$ cat src/rtl/ps2_host_tx.sv
// PS/2 host-to-device byte transmitter: inhibit, request-to-send, 11-bit frame, ACK check.
// Optional wait-state timeout enabled by defining PS2_HOST_TX_TIMEOUT_EN.
module ps2_host_tx #(
    parameter int INHIBIT_CYCLES = 5000,
    parameter int TIMEOUT_CYCLES = 750000
) (
    input  logic       clk,
    input  logic       RST,
    input  logic       SCL,
    input  logic       SDA,
    output logic       scl_low,
    output logic       sda_low,
    input  logic [7:0] tx_data,
    input  logic       tx_valid,
    output logic       tx_ready,
    output logic       tx_done,
    output logic       tx_error
);

    // state   | meaning
    // IDLE    | lines released, ready for a byte
    // INHIBIT | SCL held low; SDA pulled low in the final cycle (request-to-send)
    // BITS    | shift data, parity, stop on device SCL falling edges
    // ACK     | sample device ACK on the next falling edge
    // RELEASE | wait for device to release both lines
    typedef enum logic [2:0] {IDLE, INHIBIT, BITS, ACK, RELEASE} state_t;

    localparam int MAX_CYC = (INHIBIT_CYCLES > TIMEOUT_CYCLES) ? INHIBIT_CYCLES : TIMEOUT_CYCLES;
    localparam int CW      = $clog2(MAX_CYC + 1);
    localparam logic [CW-1:0] INH_LAST = CW'(INHIBIT_CYCLES - 1);
    localparam logic [CW-1:0] INH_SDA  = CW'((INHIBIT_CYCLES > 1) ? INHIBIT_CYCLES - 2 : 0);
`ifdef PS2_HOST_TX_TIMEOUT_EN
    localparam logic [CW-1:0] TMO_LAST = CW'(TIMEOUT_CYCLES - 1);
`endif

    state_t          state;
    logic [CW-1:0]   cnt;
    logic [3:0]      bit_idx;
    logic [9:0]      frame;
    logic            scl_s1, scl_s2, scl_prev;
    logic            sda_s1, sda_s2;
    logic            scl_fall;

    always_ff @(posedge clk or negedge RST) begin
        if (!RST) begin
            scl_s1   <= 1'b1;
            scl_s2   <= 1'b1;
            scl_prev <= 1'b1;
            sda_s1   <= 1'b1;
            sda_s2   <= 1'b1;
        end else begin
            scl_s1   <= SCL;
            scl_s2   <= scl_s1;
            scl_prev <= scl_s2;
            sda_s1   <= SDA;
            sda_s2   <= sda_s1;
        end
    end

    assign scl_fall = scl_prev & ~scl_s2;

    always_ff @(posedge clk or negedge RST) begin
        if (!RST) begin
            state    <= IDLE;
            scl_low  <= 1'b0;
            sda_low  <= 1'b0;
            tx_ready <= 1'b0;
            tx_done  <= 1'b0;
            tx_error <= 1'b0;
            cnt      <= '0;
            bit_idx  <= '0;
            frame    <= '0;
        end else begin
            tx_done  <= 1'b0;
            tx_error <= 1'b0;
            case (state)
                IDLE: begin
                    scl_low  <= 1'b0;
                    sda_low  <= 1'b0;
                    tx_ready <= 1'b1;
                    if (tx_valid && tx_ready) begin
                        // frame = {stop, odd parity, data}; start bit comes from the RTS pull-down
                        frame    <= {1'b1, ~^tx_data, tx_data};
                        cnt      <= '0;
                        scl_low  <= 1'b1;
                        sda_low  <= (INHIBIT_CYCLES == 1);
                        tx_ready <= 1'b0;
                        state    <= INHIBIT;
                    end
                end
                INHIBIT: begin
                    cnt <= cnt + CW'(1);
                    if (cnt == INH_SDA) sda_low <= 1'b1;
                    if (cnt == INH_LAST) begin
                        scl_low <= 1'b0;
                        bit_idx <= '0;
                        cnt     <= '0;
                        state   <= BITS;
                    end
                end
                BITS: begin
                    if (scl_fall) begin
                        sda_low <= ~frame[bit_idx];
                        bit_idx <= bit_idx + 4'd1;
                        if (bit_idx == 4'd9) state <= ACK;
                    end
                end
                ACK: begin
                    if (scl_fall) begin
                        if (!sda_s2) begin
                            state <= RELEASE;
                        end else begin
                            tx_error <= 1'b1;
                            tx_ready <= 1'b1;
                            state    <= IDLE;
                        end
                    end
                end
                RELEASE: begin
                    if (scl_s2 && sda_s2) begin
                        tx_done  <= 1'b1;
                        tx_ready <= 1'b1;
                        state    <= IDLE;
                    end
                end
                default: state <= IDLE;
            endcase
`ifdef PS2_HOST_TX_TIMEOUT_EN
            // Timeout overrides any same-cycle completion so done/error never coincide.
            if (state == BITS || state == ACK || state == RELEASE) begin
                if (scl_fall) begin
                    cnt <= '0;
                end else if (cnt == TMO_LAST) begin
                    scl_low  <= 1'b0;
                    sda_low  <= 1'b0;
                    tx_error <= 1'b1;
                    tx_done  <= 1'b0;
                    tx_ready <= 1'b1;
                    cnt      <= '0;
                    state    <= IDLE;
                end else begin
                    cnt <= cnt + CW'(1);
                end
            end
`endif
        end
    end

endmodule

$ cat config.mk
export PLATFORM = sky130hd
export DESIGN_NAME = ps2_host_tx
export DESIGN_NICKNAME = d
export VERILOG_FILES = /design/src/rtl/ps2_host_tx.sv
export SDC_FILE = /design/constraint.sdc
export NUM_CORES = 1
export LEC_CHECK = 0
export BUFFER_PORTS_ARGS = -buffer_cell sky130_fd_sc_hd__buf_2
export CORE_MARGIN = 3
export CORE_UTILIZATION = 50
export CTS_CLUSTER_SIZE = 28
export DETAILED_ROUTE_END_ITERATION = 6
export GPL_ROUTABILITY_DRIVEN = 0
export GPL_TIMING_DRIVEN = 1
export PLACE_DENSITY = 0.71
export SYNTH_ARGS = -nofsm -noshare
export SYNTH_HDL_FRONTEND = slang
export SYNTH_SLANG_ARGS = --single-unit
$ cat constraint.sdc
create_clock -name clk -period 1.77 [get_ports clk]
set_input_delay 0.354 -clock clk [delete_from_list [all_inputs] [get_ports clk]]
set_output_delay 0.354 -clock clk [all_outputs]
set_load 0.005 [all_outputs]
==> run metrics <==
status=finished with violations; failing checks=setup timing; TritonCTS Buffers=5; nature of the critical path startpoint=flop; Post-synth EDFFs=0; Mapped Avg Cell Area=10.6 µm²; diodes inserted=0; Slew headroom=68.9%; die width=75.1 µm; critical path type=reg -> reg; Worst Setup End Kind=flop; Clock Path Buffers=2; Critical Path AT=2.13 ns; Sink Count=47; max-cap violations=0; CTS clock-pin slew for the worst setup and hold paths=0.09 ns; Cell Area, Synth=0.00239 mm²; Worst Path Required=1.96 ns; worst vdd ir=0.662 mV; DR iter-0 viols=about 120; IO Pins=18; final core occ=67.0%; Setup violations, final=23; Cell Count, Final, Fillers Out=335; CP peak stage delay=0.65 ns; design area=0.00300 mm²; Mapped Cells=225; largest net degree at the start of global routing=23; multi-input gate area in the final layout=0.00124 mm²; dpl cells=321; synthesis-stage register bit count=47; fillers=337; drt first pass iters=4; # rows=24; most common cell after layout, fill and taps aside=dfrtp_1; H-tree depth=2; ys async rst share=between 90% and 100%; initial core utilization=53.4%; Max Slew Vio Count=0; vias=1899; total global-route track usage=between 20% and 30%; Fmax=515 MHz; CP Cell Sequence=nor4_2, nand4_1, or4_4, o21ai_4, nor2_1; Clock Skew=0.0104 ns; CP max-delay cell=or4_4; core area=0.00447 mm²; die height=75.1 µm; root buffer cell=clkbuf_8; min Tclk post-route=1.94 ns; share of cells above drive strength 1=roughly 36%; yosys warns=0; pre-CTS worst setup slack=-0.178 ns; PortBufs=17; die area=0.00565 mm²; DR DRC count=0; Area Overhead vs Synth=25.4%; Hold Vio Cnt, Final=0; gr ovfl total=0; TritonCTS clock tree=built; synthesized net count=between 200 and 250; slack of the critical path=-0.173 ns; final setup TNS=-3.34 ns; Final nets=299; initial antenna violation count=0; HPWL after DPL=3660 µm; Hold Crit Class=in -> reg; placed instance area=about 0.0028 mm²; pwr/cell area=1090 mW/mm²; Seq/Total Area, Yosys=49.5%; number of global-route vias before repair=1880; routed wire length=5310 µm; RSZ-0062 raised after global routing=yes; Sequential Area=0.00118 mm²; vias per std cell=5.67; first-pass GRT wire length=about 8800 µm; leakage=1.36 nW; most frequent cells in the layout=dfrtp_1, buf_4, nor2_1; Top FF cell, synth=dfrtp_1; Final Cycle Share=110%; Worst-Skew Late Latency=roughly 0.31 ns; Crit Path Max Fanout=8; library cells used by synthesis=48; Detail Route Antenna Nets=0; Least-Margin Pin Slew=0.466 ns; routed len/inst=15.8 µm
[cell type report]
class / count / area share [%]
inverter: 2 / 0.251
clock buffer: 6 / 2.76
sequential: 47 / 39.5
timing repair buffer: 56 / 12.8
clock inverter: 2 / 1.29
tap: 52 / 2.17
multi-input combinational: 170 / 41.3
[Yosys cell counts (2+ instances only)]
cell | number | share of area, %
a21oi_1 | 5 | 1.0
xnor2_1 | 9 | 3.3
nor3_1 | 2 | 0.42
nand2_1 | 24 | 3.8
nor3b_1 | 2 | 0.63
mux2_2 | 12 | 5.7
dfrtp_1 | 42 | 44
and4_1 | 3 | 1.1
ha_1 | 4 | 2.1
and3_1 | 2 | 0.52
clkbuf_1 | 2 | 0.31
nand3_1 | 11 | 2.3
mux4_2 | 2 | 1.9
nand4_1 | 9 | 2.4
dfstp_2 | 5 | 5.5
or2_2 | 2 | 0.52
o21ai_0 | 6 | 1.3
or3_1 | 2 | 0.52
inv_1 | 2 | 0.31
nand2b_1 | 2 | 0.52
xor2_1 | 16 | 5.9
nor4_1 | 2 | 0.52
nor2_1 | 32 | 5.0
buf_2 | 3 | 0.63
[flip-flops by register name, indices dropped and copies added, names as in the netlist, 3 cells and up]
register,flops
bit_idx,4
cnt,20
frame,10
state,3
[logic make-up (layout without fill, tap and decap cells)]
group	Yosys count	after routing	share of synthesized area, %
buf+inv	9	66	1.94
flops	47	47	49.5
mux	15	15	7.96
fa+ha+maj	4	4	2.09
simple gates	100	100	21.6
compound gates	25	26	7.75
xor+xnor	25	25	9.16
[per-layer routing]
layer  track usage (%)  up-vias  share of wire, %
li1                  -      912                 -
met1              28.7      931                47
met2              30.9       44                46
met3              4.94       12               4.2
met4              10.1        0               2.3
met5                 0        -                 0
[what timing repair did]
| item | 4_1_cts | 5_1_grt |
|---|---|---|
| setup endpoints to repair | 21 | 26 |
| gates resized for setup | 5 | 11 |
| hold buffers | 1 | 0 |
| setup buffers | 1 | 3 |
| hold endpoints to repair | 7 | 0 |
| pin swaps | 11 | 10 |
| gates cloned | 1 | 0 |
[power breakdown]
group	total [mW]	switching, mW	internal, mW	leakage (nW)
Clock	0.837	0.372	0.465	0.0618
Sequential	1.39	0.127	1.27	0.606
Combinational	1.03	0.523	0.507	0.697
Total	3.26	1.02	2.24	1.36
[through the flow]
step | hold WS (ns) | total power, mW
detailed placement | 0.340 | 2.32
finish | 0.138 | 3.26
floorplan | 0.0584 | 1.99
CTS | 0.129 | 3.22
global placement | 0.331 | 2.29
global route | 0.115 | 3.46
[path summary, 6_finish.rpt]
kind                                     start              endpoint  slack, ns  cells after the start
max in group asynchronous                  RST    cnt[5]$_DFFE_PN0P_       0.65                      3
max                        cnt[10]$_DFFE_PN0P_   cnt[11]$_DFFE_PN0P_      -0.17                      5
min                                        SCL      scl_s1$_DFF_PN1_       0.14                      1
min reg2reg                   sda_s1$_DFF_PN1_      sda_s2$_DFF_PN1_       0.36                      0
max reg2reg                cnt[10]$_DFFE_PN0P_   cnt[11]$_DFFE_PN0P_      -0.17                      5
min in group asynchronous                  RST  state[2]$_DFFE_PN0P_       0.52                      2
[critical path, delay by kind of cell (launching register included)]
| family | cells | cell delay [ns] |
|---|---|---|
| AO/OA/AOI/OAI | 1 | 0.16 |
| flip-flops | 1 | 0.40 |
| AND/OR/NAND/NOR | 4 | 1.26 |
(Power assumes the default switching activity.)
